<file path="src/rtl/noc_flit_pkg.sv">
// Flit type encoding shared by the NoC packetizer and depacketizer.
package noc_flit_pkg;

  localparam int unsigned FlitTypeW = 2;

  typedef enum logic [FlitTypeW-1:0] {
    FlitBody = 2'b00,
    FlitHead = 2'b01,
    FlitTail = 2'b10
  } flit_type_e;

endpackage

</file>
<file path="src/rtl/flit_packetizer.sv">
// Turns a parallel packet (LEN payload words plus a destination id) into a
// HEAD, BODY..., TAIL flit stream with valid/ready flow control.
module flit_packetizer
  import noc_flit_pkg::*;
#(
  parameter int unsigned DW  = 16,
  parameter int unsigned LEN = 4,
  parameter int unsigned AW  = 4
) (
  input  logic                      clk,
  input  logic                      rstn,
  input  logic [DW*LEN-1:0]         pkt_din,
  input  logic [AW-1:0]             pkt_dst,
  input  logic                      pkt_valid_i,
  output logic                      pkt_ready_o,
  output logic [DW+FlitTypeW-1:0]   flit_dout,
  output logic                      flit_valid_o,
  input  logic                      flit_ready_i
);

  localparam int unsigned CntW  = $clog2(LEN + 1);
  localparam int unsigned FlitW = DW + FlitTypeW;
  localparam logic [CntW-1:0] LastIdx = CntW'(LEN - 1);

  typedef enum logic {StIdle, StSend} state_e;

  state_e             state_q;
  logic [CntW-1:0]    cnt_q;
  logic [DW*LEN-1:0]  pay_q;
  logic [FlitW-1:0]   dout_q;
  logic               valid_q;

  logic [DW-1:0]      head_data;
  logic [DW-1:0]      next_word;
  flit_type_e         next_type;
  logic               is_tail;

  assign head_data = DW'(pkt_dst);
  // cnt_q indexes the payload word that the next flit transfer will load.
  assign next_word = pay_q[int'(cnt_q)*DW +: DW];
  assign next_type = (cnt_q == LastIdx) ? FlitTail : FlitBody;
  assign is_tail   = (dout_q[FlitW-1 -: FlitTypeW] == FlitTail);

  always_ff @(posedge clk or negedge rstn) begin
    if (!rstn) begin
      state_q <= StIdle;
      cnt_q   <= '0;
      pay_q   <= '0;
      dout_q  <= '0;
      valid_q <= 1'b0;
    end else begin
      case (state_q)
        StIdle: begin
          if (pkt_valid_i) begin
            pay_q   <= pkt_din;
            dout_q  <= {FlitHead, head_data};
            valid_q <= 1'b1;
            cnt_q   <= '0;
            state_q <= StSend;
          end
        end
        StSend: begin
          if (valid_q && flit_ready_i) begin
            if (is_tail) begin
              valid_q <= 1'b0;
              state_q <= StIdle;
            end else begin
              dout_q <= {next_type, next_word};
              cnt_q  <= cnt_q + 1'b1;
            end
          end
        end
        default: state_q <= StIdle;
      endcase
    end
  end

  assign pkt_ready_o  = (state_q == StIdle);
  assign flit_dout    = dout_q;
  assign flit_valid_o = valid_q;

endmodule
</file>
<file path="config.mk">
export PLATFORM = sky130hd
export DESIGN_NAME = flit_packetizer
export DESIGN_NICKNAME = d
export VERILOG_FILES = /design/src/rtl/noc_flit_pkg.sv /design/src/rtl/flit_packetizer.sv
export SDC_FILE = /design/constraint.sdc
export NUM_CORES = 1
export LEC_CHECK = 0
export ABC_CLOCK_PERIOD_IN_PS = 1700
export CAP_MARGIN = 20
export CORE_AREA = 2 2 92 94
export CTS_BUF_LIST = sky130_fd_sc_hd__clkbuf_4 sky130_fd_sc_hd__clkbuf_8 sky130_fd_sc_hd__clkbuf_16
export DETAILED_ROUTE_END_ITERATION = 7
export DIE_AREA = 0 0 94 96
export MAX_ROUTING_LAYER = met4
export PLACE_DENSITY = 0.77
export SYNTH_ARGS = -nofsm -noshare
export SYNTH_HDL_FRONTEND = slang
export SYNTH_SLANG_ARGS = --single-unit
</file>
<file path="constraint.sdc">
create_clock -name clk -period 1.7 [get_ports clk]
set_input_delay 0.34 -clock clk [delete_from_list [all_inputs] [get_ports clk]]
set_output_delay 0.34 -clock clk [all_outputs]
set_load 0.02 [all_outputs]
</file>
# After elaboration in Yosys (flattened, before gate mapping)
# Index checks and enable logic that the tools add are counted.
# totals
input_bits	72
output_inout_bits	20
regBits	87
# op_classes
n_addsub	1
n_shift	1
n_eq_ne	6
muxes	17
reduce_logical	4
bitwise	1
# ops
cell	n
64-bit by 8-bit variable part select with 16-bit output	1
18-bit 2-to-1 mux	3
18-bit one-hot mux with 2 select lines	1
3-bit 2-to-1 mux	3
1-bit 2-to-1 mux	6
3-bit one-hot mux with 2 select lines	1
3-bit AND reduction	2
2-bit by 1-bit != test with 1-bit output, second input constant	2
2-bit != test, second input constant	2
1-bit one-hot mux with 2 select lines	2
3-bit by 1-bit adder with 3-bit output, second input constant	1
3-bit by 2-bit equality test with 1-bit output, second input constant	1
2-bit equality test, second input constant	1
2-bit 2-to-1 mux	1
2-bit AND reduction	1
1-bit logical AND	1
1-bit inverter	1

# Longest topological paths before layout
# logic_depth
word_depth	5
mapped_depth	6
mapped_depth_nobuf	4

# Worst setup path after synthesis
# No wires, ideal clock.
# synth_timing
kind	register -> register
startpoint	reg cnt_q[1]
endpoint	reg dout_q[10], in the netlist flit_dout[10]
arrival_ps	1442
path_buffers	2
setup_ps	121
path_slack_ps	137
stages_incl_launch_ff	5
cell_sequence	dfrtp_1 buf_2 clkbuf_1 mux4_2 a22o_1
# synth_via
elab_chain_cells	4
# synth_lines
element	line	source
start, declared	flit_packetizer.sv:28	logic [CntW-1:0] cnt_q;
start signal, assigned	flit_packetizer.sv:69	cnt_q <= cnt_q + 1'b1;
64-bit by 8-bit variable part select with 16-bit output	flit_packetizer.sv:40	assign next_word = pay_q[int'(cnt_q)*DW +: DW];
18-bit 2-to-1 mux	flit_packetizer.sv:64	if (is_tail) begin
18-bit 2-to-1 mux	flit_packetizer.sv:63	if (valid_q && flit_ready_i) begin
18-bit one-hot mux with 2 select lines	flit_packetizer.sv:52	case (state_q)
end signal, assigned	flit_packetizer.sv:56	dout_q <= {FlitHead, head_data};
end signal, assigned	flit_packetizer.sv:68	dout_q <= {next_type, next_word};
end, declared	flit_packetizer.sv:30	logic [FlitW-1:0] dout_q;
# No other way between the ends. The select of a mux whose other input is x is not followed.
# A chain may end at the register's enable or synchronous reset.

# Worst setup path in the final report
# layout_timing
startpoint	reg dout_q[7], in the netlist flit_dout[7]
endpoint	out flit_dout[7]
# layout_lines
element	line	source
end, declared	flit_packetizer.sv:16	output logic [DW+FlitTypeW-1:0] flit_dout,
# No word-level cell between the ends.

==> impl_metrics.yaml <==
critical_path:
  crit_path_max_fanout: 2
  crit_chain: "clkdlybuf4s50_1"
  crit_family: "buffers and inverters"
  cpPeakStageDelay_ns: 0.60
  critPathBufInv: 1
  path_class: "reg -> out"
  arrival_ns: 1.32
  critPathLaunchType: "register"
  cp_slowest_cell: "clkdlybuf4s50_1"
  cp.required_ns: 1.36
  endpoint_kind: "primary output"
sta:
  finalCriticalPeriod_ns: 1.66
  hold_viol: 0
  hold_slack_ns: 0.461
  rsz0062_at_grt: "false"
  drv_slew: 0
  finClkSkew_ns: 0.00770
  fin_crit_sh_pct: 97.9
  slew-limit-headroom_pct: 63.5
  worst_pin_slew_ns: 0.547
  fmax_mhz: 601
  finalSetupViolations: 0
final_layout:
  area_growth_pct: 33.8
  seq_area_um2: 2180
  nets: 556
  antennaDiodeCount: 0
  utilization_pct: 63.1
  drive_above_1_share_pct: 13.3
  num-fill-cells: 693
  multi_input_area_um2: 1500
synthesis:
  synth_seq_cells: 87
  synth-xor-area-share_pct: 0.231
  synth.avg_cell_area_um2: 9.91
  ys_warn_count: 0
  synth_cell_types: 27
  ys.flop_type: "dfrtp_1"
  synth.most_common_cell: "nand2_1"
  synth_top_family_by_area: "simple AND/OR/NAND/NOR gates"
  synthAdderAreaFrac_pct: 0.659
  yosys.area_share.simple_pct: 22.9
  syn_area_um2: 3790
  synth_compound_gate_area_share_pct: 6.20
  synth-async-reset-ratio_pct: 100
  synth_area_leaders: "dfrtp_1, nand2_1, mux4_2"
  synth_top_area_share_pct: 57.4
  synth_common_cells: "nand2_1, dfrtp_1, a22o_1"
  syn_nets: 457
  postSynthCellCount: 383
  synth-edff-count: 0
  synth-seq-area-share_pct: 57.4
  synth_area_leader_cell: "dfrtp_1"
  muxShareOfSynthArea_pct: 9.50
die:
  chipWidth_um: 94
  std_cell_rows: 33
  die_h_um: 96
  start_util_pct: 47.1
  core_um2: 8050
  dieArea_um2: 9020
  pin_count: 92
placed_design:
  dp.final_hpwl_um: 6470
  port_buffers: 91
  place.gp.congestion: 0.790
run:
  maxCapViolations: 0
power_and_ir_drop:
  peakVddDrop_uv: 433
  clkPwrFrac_pct: 27.7
  pwr-share-comb_pct: 19.0
  power.switching_mw: 1.31
  leakagePower_nw: 2.58
  switching_share_pct: 28.0
  p_int_mw: 3.37
  power_frac_seq_pct: 53.3
  p_per_area_nw_per_um2: 922
clock_tree:
  cts_setup_buffers: 0
  clk_pin_slew_ns: 0.09
  htree_levels: 3
  cts_sinks: 87
  clockRootBuffer: "clkbuf_8"
  cts_tree: "built"
  clk_latency_ns: 0.35
  cts_buffer_depth: 2
  cts_inserted_buffers: 9
status:
  run_status: "complete, no violations"
grt:
  grt_pass1_vias: 3126
  grt_antenna_before_repair: 0
  grt_max_degree: 39
  grt-ovfl-total: 0
  grt_pass1_wl_um: 15100
  track_usage_pct: 22.6
routing:
  antenna_left: 0
  wl_per_cell_um: 15.2
  viasPerCell: 5.06
  firstDrtPassIters: 4
  routed_wl_um: 8990
  drc: 0
  num_vias: 2993
  dr.first_iter.drc_count: 134
worst_hold_path:
  hp-class: "in -> async"
-- cells by family (layout without fill, tap and decap cells) --
logic type / after synthesis / count (layout)
AOI/OAI and AO/OA: 32 / 32
xor gates and xnor gates: 1 / 1
adders and majority gates: 2 / 2
buffers and inverters: 23 / 127
DFF: 87 / 87
muxes: 20 / 20
and+or+nand+nor: 218 / 218
-- routing by layer --
metal | GRT usage (%) | vias to the layer above | wire length (um)
li1 | - | 1442 | -
met1 | 29.7 | 1464 | 4010
met2 | 35.5 | 75 | 4500
met3 | 3.52 | 12 | 319
met4 | 9.54 | 0 | 164
met5 | - | - | 0
-- cell type report --
type	count	area share (%)
clock buffers	9	2.44
clock inverters	7	0.936
inverters	2	0.197
multi-input cells	273	29.6
flip-flops and latches	87	42.9
well taps	105	2.59
repair buffers	109	21.3
-- power groups by stage --
stage | logic, mW | clock network [mW] | registers [mW]
floorplan | 0.381 | 0 | 2.56
global placement | 0.887 | 0 | 2.52
detailed placement | 0.919 | 0 | 2.53
CTS | 0.907 | 1.32 | 2.49
global route | 0.983 | 1.40 | 2.53
finish | 0.891 | 1.30 | 2.49
-- registers in the layout (all words and copies together) (netlist names) --
signal and count:
flit_dout 18, cnt_q 3, flit_valid_o 1, state_q 1
pay_q 64
-- what timing repair did --
action | 4_1_cts | 5_1_grt
hold buffers | 1 | 0
endpoints found under the hold margin | 29 | 0
endpoints found under the setup margin | 22 | 11
resized for setup | 12 | 8
-- layout by cell type (no fill, tap or decap), drive strengths merged --
cell	synthesis	final
xnor2	1	1
clkdlybuf4s50	0	74
or3	1	1
a22o	16	16
dlygate4sd2	0	9
a31o	1	1
a21oi	10	10
mux2	8	8
and2b	2	2
buf	11	18
and3b	1	1
nand2	199	199
clkbuf	10	10
a41oi	1	1
dlymetal6s2s	0	6
ha	2	2
o21ai	3	3
mux4	12	12
nand2b	1	1
clkinv	0	3
dlygate4sd3	0	1
o31ai	1	1
nand3b	1	1
nor3b	1	1
dfrtp	87	87
nor2	11	11
clkinvlp	0	2
inv	2	4
nor3	1	1
-- worst paths after layout --
path | cells past startpoint | start | slack (ns) | to
max | 1 | flit_dout[7]$_DFFE_PN0P_ | 0.04 | flit_dout[7]
min | 2 | rstn | 0.46 | pay_q[11]$_DFFE_PN0P_
max reg2reg | 4 | flit_dout[17]$_DFFE_PN0P_ | 0.08 | flit_dout[15]$_DFFE_PN0P_
min reg2reg | 2 | pay_q[19]$_DFFE_PN0P_ | 0.48 | pay_q[19]$_DFFE_PN0P_
max in group asynchronous | 3 | rstn | 0.72 | cnt_q[1]$_DFFE_PN0P_
min in group clk | 2 | pay_q[19]$_DFFE_PN0P_ | 0.48 | pay_q[19]$_DFFE_PN0P_
-- stage by stage --
stage                     cell area, um^2  power [mW]  cells  setup WS, ns  TNS (ns)
after floorplan                      3790        2.94    383         0.137         0
after global placement               4890        3.41    575        -0.276     -3.60
after detailed placement             4890        3.45    575        -0.290     -3.75
after CTS                            5070        4.72    592       0.00107         0
after global routing                 5080        4.91    592      0.000886         0
final                                5080        4.68    592        0.0365         0
Note: power is estimated with default switching activity, not from simulation.
